File: src/rtl/serial_adder.sv
// Bit-serial LSB-first adder: half adder + half adder + OR, with a registered carry between bits.
// Latency: result valid in the cycle after the WIDTH-th edge following the accept edge; no overlap.
// Backpressure: in_ready only in IDLE; sum/cout held in DONE until out_ready is seen at an edge.
module serial_adder #(
  parameter int WIDTH = 8
) (
  input  logic             clk,
  input  logic             rst_n,
  input  logic             in_valid,
  output logic             in_ready,
  input  logic [WIDTH-1:0] a,
  input  logic [WIDTH-1:0] b,
  input  logic             cin,
  output logic             out_valid,
  input  logic             out_ready,
  output logic [WIDTH-1:0] sum,
  output logic             cout
);

  // Counter is wide enough to hold WIDTH, so it never wraps before reaching the last bit.
  localparam int CW = $clog2(WIDTH + 1);
  localparam logic [CW-1:0] LAST = CW'(WIDTH - 1);

  typedef enum logic [1:0] {
    IDLE = 2'd0,
    ADD  = 2'd1,
    DONE = 2'd2
  } state_t;

  state_t           state_q, state_d;
  logic [WIDTH-1:0] a_sh_q, a_sh_d;
  logic [WIDTH-1:0] b_sh_q, b_sh_d;
  logic [WIDTH-1:0] sum_sh_q, sum_sh_d;
  logic [WIDTH-1:0] sum_q, sum_d;
  logic             carry_q, carry_d;
  logic             cout_q, cout_d;
  logic [CW-1:0]    cnt_q, cnt_d;

  logic             s1, c1, s2, c2;
  logic [WIDTH-1:0] sum_shift;

  // One-bit full adder cell built from two half adders; carry out is c1|c2.
  always_comb begin
    s1 = a_sh_q[0] ^ b_sh_q[0];
    c1 = a_sh_q[0] & b_sh_q[0];
    s2 = s1 ^ carry_q;
    c2 = s1 & carry_q;
  end

  // New sum bit enters at the MSB so that after WIDTH shifts bit 0 lands at sum[0].
  if (WIDTH == 1) begin : g_w1
    assign sum_shift = s2;
  end else begin : g_wn
    assign sum_shift = {s2, sum_sh_q[WIDTH-1:1]};
  end

  // Next-state and datapath update; every register holds by default.
  always_comb begin
    state_d  = state_q;
    a_sh_d   = a_sh_q;
    b_sh_d   = b_sh_q;
    sum_sh_d = sum_sh_q;
    sum_d    = sum_q;
    carry_d  = carry_q;
    cout_d   = cout_q;
    cnt_d    = cnt_q;
    unique case (state_q)
      IDLE: begin
        if (in_valid) begin
          a_sh_d  = a;
          b_sh_d  = b;
          carry_d = cin;
          cnt_d   = '0;
          state_d = ADD;
        end
      end
      ADD: begin
        carry_d  = c1 | c2;
        sum_sh_d = sum_shift;
        a_sh_d   = a_sh_q >> 1;
        b_sh_d   = b_sh_q >> 1;
        cnt_d    = cnt_q + 1'b1;
        if (cnt_q == LAST) begin
          // Visible result only moves here, so it is stable for the whole DONE phase.
          cout_d  = c1 | c2;
          sum_d   = sum_shift;
          state_d = DONE;
        end
      end
      DONE: begin
        if (out_ready) begin
          state_d = IDLE;
        end
      end
      default: begin
        state_d = IDLE;
      end
    endcase
  end

  // State and datapath registers with synchronous active-low clear.
  always_ff @(posedge clk) begin
    if (!rst_n) begin
      state_q  <= IDLE;
      a_sh_q   <= '0;
      b_sh_q   <= '0;
      sum_sh_q <= '0;
      sum_q    <= '0;
      carry_q  <= 1'b0;
      cout_q   <= 1'b0;
      cnt_q    <= '0;
    end else begin
      state_q  <= state_d;
      a_sh_q   <= a_sh_d;
      b_sh_q   <= b_sh_d;
      sum_sh_q <= sum_sh_d;
      sum_q    <= sum_d;
      carry_q  <= carry_d;
      cout_q   <= cout_d;
      cnt_q    <= cnt_d;
    end
  end

  assign in_ready  = (state_q == IDLE);
  assign out_valid = (state_q == DONE);
  assign sum       = sum_q;
  assign cout      = cout_q;

endmodule

File: config.mk
export PLATFORM = sky130hd
export DESIGN_NAME = serial_adder
export DESIGN_NICKNAME = d
export VERILOG_FILES = /design/src/rtl/serial_adder.sv
export SDC_FILE = /design/constraint.sdc
export NUM_CORES = 1
export LEC_CHECK = 0
export CORE_ASPECT_RATIO = 0.75
export CORE_MARGIN = 2
export CORE_UTILIZATION = 54
export DETAILED_ROUTE_END_ITERATION = 10
export GPL_TIMING_DRIVEN = 0
export PLACE_DENSITY = 0.83
export SYNTH_ARGS = -nofsm -noshare
export SYNTH_HDL_FRONTEND = slang
export SYNTH_SLANG_ARGS = --single-unit
File: constraint.sdc
create_clock -name clk -period 2.2 [get_ports clk]
set_input_delay 0.66 -clock clk [delete_from_list [all_inputs] [get_ports clk]]
set_output_delay 0.66 -clock clk [all_outputs]
set_load 0.02 [all_outputs]
* Yosys cells after proc, flatten, opt, wreduce, memory -nomap -nowiden
Index checks and enable logic that the tools add are counted.
** Word-level totals
- Logic and storage cells :: 37
- Register bits after elaboration :: 40
- Bits of input ports :: 21
- Output and inout port bits :: 11
** Cells by class
- Reductions and logical operators :: 5
- Mux-type cells :: 12
- Add/subtract/negate cells :: 1
- Equality and inequality tests :: 6
- Bitwise operators :: 5
** Operators with widths (count)
- 8-bit one-hot mux with 2 select lines :: 2
- 8-bit two-way mux :: 2
- 4-bit one-hot mux with 2 select lines :: 1
- 2-bit two-way mux :: 3
- 2-bit one-hot mux with 3 select lines :: 1
- 4-bit by 1-bit adder with 4-bit output (second input constant) :: 1
- 4-bit by 3-bit == test with 1-bit output (second input constant) :: 1
- 4-bit two-way mux :: 1
- 2-bit != test (second input constant) :: 2
- 2-bit AND reduction :: 2
- 3-bit AND reduction :: 1
- 1-bit AND :: 2
- 2-bit by 1-bit == test with 1-bit output (second input constant) :: 1
- 2-bit == test (second input constant) :: 1
- 2-bit logical NOT :: 1
- 2-bit by 1-bit != test with 1-bit output (second input constant) :: 1
- 1-bit one-hot mux with 2 select lines :: 1
- 2-bit nonzero test :: 1
- 1-bit bitwise XOR :: 2
- 1-bit two-way mux :: 1
- 1-bit OR :: 1

* Logic depth before layout (Yosys ltp)
- Word-level depth :: 4
- Depth in mapped cells :: 5
- Depth with buffers taken out :: 4

* Worst setup path before layout
No wires, ideal clock.
- Kind :: register -> output
- From :: register state_q[1]
- To :: output port out_valid
- Path slack :: 0.410 ns
- Arrival :: 1.130 ns
- Required time :: 1.540 ns
- Cell stages (with the launch flop) :: 5
- Buffers on the path :: 2
- Cell sequence :: dfxtp_1 buf_6 clkinv_1 clkbuf_1 nor2_1
** On the way
- Cells in the longest elaborated chain, start to end :: 1
** RTL lines
- start, declared :: line 30 : state_t state_q, state_d;
- start signal, assigned :: line 113 : state_q <= state_d;
- 2-bit == test :: line 125 : assign out_valid = (state_q == DONE);
- end, declared :: line 14 : output logic out_valid,
No other way between the ends.

* Final worst setup path
- From :: register state_q[0]
- To :: output port out_valid
The elaborated chain is that of the path after synthesis.

==> results.cfg <==
[sta]
setup_ws_ns = 0.1040
whs_ns = 0.4620
max_freq_mhz = 477.1
finalCriticalPeriod_ns = 2.096
setup_violations = 0
relSlewSlack_pct = 69.27
post-route-period-util_pct = 95.27
tightest_slew_ns = 0.4600
hold_viol = 0
fin_skew_ns = 0.005082
slew_viol_final = 0
rsz0062_at_grt = false

[outcome]
status = finished, final reports clean

[flow_run]
cap_viol_max_count = 0

[global_route]
grt_usage_pct = 24.22
grt_overflow_total = 0
antenna_found_initial = 0
grt_max_degree = 13
grt_pass1_wl_um = 6285
grt_pass1_vias = 1383

[worst_hold_path]
min_path_type = reg2reg

[clock_tree]
cts_setup_buffers = 0
ctsLongestPathBuffers = 2
cts_hold_buf = 0
tritoncts = built
clock-sinks = 39
htree_levels = 2
cts_buffers = 5
cts_root_buffer = clkbuf_8
worstSkewPairLatency_ns = 0.29
path_clk_slew_ns = 0.07

[detailed_routing]
first_iter_violations = 102
routedWlPerCell_um = 14.09
wl_um = 3735
firstDrtPassIters = 4
vias = 1478
antenna_left = 0
avgViaCountPerCell = 5.577
drc_errors = 0

[logic_synthesis]
yosys.area.top_type = dfxtp_1
syn_inst = 190
synth_warnings = 0
synthFlopType = dfxtp_1
synth_area_per_cell_um2 = 8.778
ys_types = 32
synth_fp_nets = 213
syn_area_um2 = 1668
yosysSeqAreaShare_pct = 46.81
ys_async_sr_fraction_pct = 0
yosysTopAreaCellShare_pct = 46.81
synth-seq-cells = 39
synth-edff-count = 0
synth_area_leaders = dfxtp_1 (47%), nand2_1 (7.7%), a21oi_1 (6.6%), mux2i_1 (6.0%), o2bb2ai_1 (5.3%)

[floorplanning]
floorplan.rows = 17
core-area_um2 = 2935
die_h_um = 52.13
die-area_um2 = 3554
start_util_pct = 56.82
io_pins = 32
dieWidth_um = 68.17

[cells_and_area]
final_layout_size_suffix_gt1_share_pct = 8.370
area_growth_pct = 28.81
finalNetCount = 249
multiInputGateArea_um2 = 800.8
regArea_um2 = 780.7
antennaDiodeCount = 0
fillers = 209

[power_and_ir_drop]
p_int_w = 0.001275
vdd_ir_drop_max_v = 0.0004093
p_leak_nw = 0.7917
power.density_nw_per_um2 = 759.7
p_comb_share_pct = 10.6
switchingPower_w = 0.0003565
p_total_w = 0.001632
swShare_pct = 21.85
seqPwrFrac_pct = 46.6
clkPwrFrac_pct = 42.7

[critical_path]
path_class = reg2out
path_cells = buf_4, clkbuf_4, nor2_1, clkdlybuf4s15_2
cp_data_required_time_ns = 1.54
worst_setup_path_start_kind = register
crit_arrival_ns = 1.44
path_max_fanout = 10
critical_path.top_delay_family = buffers and inverters
endpoint_kind = output port
critPathBufInv = 3
cp_slowest_cell = dfxtp_1
cp_slowest_stage_delay_ns = 0.41

[placement]
port_buffers = 30
gp_congestion = 0.8571
place_ws_ns = -0.1894
dp_hpwl_um = 2680
## synth_stat cells, drive strengths merged (2+ instances only)
master / n
a21oi: 22
a31oi: 2
a32oi: 2
buf: 6
clkbuf: 8
dfxtp: 39
inv: 2
mux2i: 10
nand2: 34
nand2b: 2
nand3: 2
nand3b: 2
nor2: 17
o21ai: 15
o22ai: 5
o2bb2ai: 10
## power groups by stage
stage | Combinational (W) | Clock (W) | Sequential [W]
after floorplan | 0.000106 | 0 | 0.000770
after global placement | 0.000166 | 0 | 0.000774
after detailed placement | 0.000172 | 0 | 0.000776
after CTS | 0.000172 | 0.000708 | 0.000759
after global routing | 0.000192 | 0.000740 | 0.000765
final | 0.000174 | 0.000698 | 0.000761
## cells by family after synthesis
family | share of synthesized area (%)
adders and majority gates | 1.950
muxes | 6.002
and+or+nand+nor | 18.08
DFF | 46.81
AOI/OAI and AO/OA | 21.98
buffers and inverters | 5.176
## stage by stage
step | cells | area [um^2] | util [%] | TNS, ns
after floorplan | 190 | 1668 | - | 0
after global placement | 258 | 2016 | 68.67 | -0.1486
after detailed placement | 258 | 2016 | 68.67 | -0.1894
after CTS | 266 | 2153 | 73.36 | 0
after global routing | 265 | 2148 | 73.19 | 0
final | 265 | 2148 | 73.19 | 0
## repair_timing
action | 4_1_cts | 5_1_grt
cloned | 0 | 0
gates resized for setup | 7 | 1
setup endpoints to repair | 2 | 1
## per-layer routing
layer | vias to the layer above | GRT usage [%] | routed length [um]
met4 | 0 | 10.33 | 54
met2 | 45 | 37.70 | 1718
li1 | 738 | - | -
met1 | 690 | 31.89 | 1765
met5 | - | 0 | 0
met3 | 5 | 5.844 | 197
## worst paths after layout
kind                                  from        end  slack, ns  depth (start not counted)
worst max-delay path            state_q[0]  out_valid       0.10                          4
worst min-delay path                sum[5]     sum[5]       0.46                          2
worst min register to register      sum[5]     sum[5]       0.46                          2
worst max register to register  state_q[1]  a_sh_q[6]       0.75                          5
## worst min-delay path, delay by kind of cell, from the launching register on
kind / cells / cell delay, ns
multiplexers: 1 / 0.05
flip-flops: 1 / 0.31
AND/OR/NAND/NOR: 1 / 0.05
## final cells by class
cell class              count  share of cell area [%]
multi-input cells         134                   37.27
flip-flops and latches     39                   36.34
well taps                  38                   2.213
repair buffers             30                   13.98
inverters                   3                  0.5824
clock buffers               6                   3.378
clock inverters             2                   2.796
plain buffers              13                   3.436
## cells in the final DEF (no fill, tap or decap), drive strengths merged, types with 2 or more instances in the layout
master / synthesis / routed
bufinv: 0 / 2
o21ai: 15 / 15
dfxtp: 39 / 39
a32oi: 2 / 2
nand3b: 2 / 2
clkdlybuf4s50: 0 / 28
o2bb2ai: 10 / 10
a21oi: 22 / 22
a31oi: 2 / 2
inv: 2 / 2
nand2: 34 / 34
clkbuf: 8 / 14
nand2b: 2 / 2
buf: 6 / 5
o22ai: 5 / 5
nand3: 2 / 2
mux2i: 10 / 10
nor2: 17 / 17
## state kept, by name, indices dropped and copies added (netlist names)
signal and cells:
a_sh_q 8, b_sh_q 8, sum 8, sum_sh_q 7
cnt_q 4, state_q 2, carry_q 1, cout 1
Note: power is estimated with default switching activity, not from simulation.
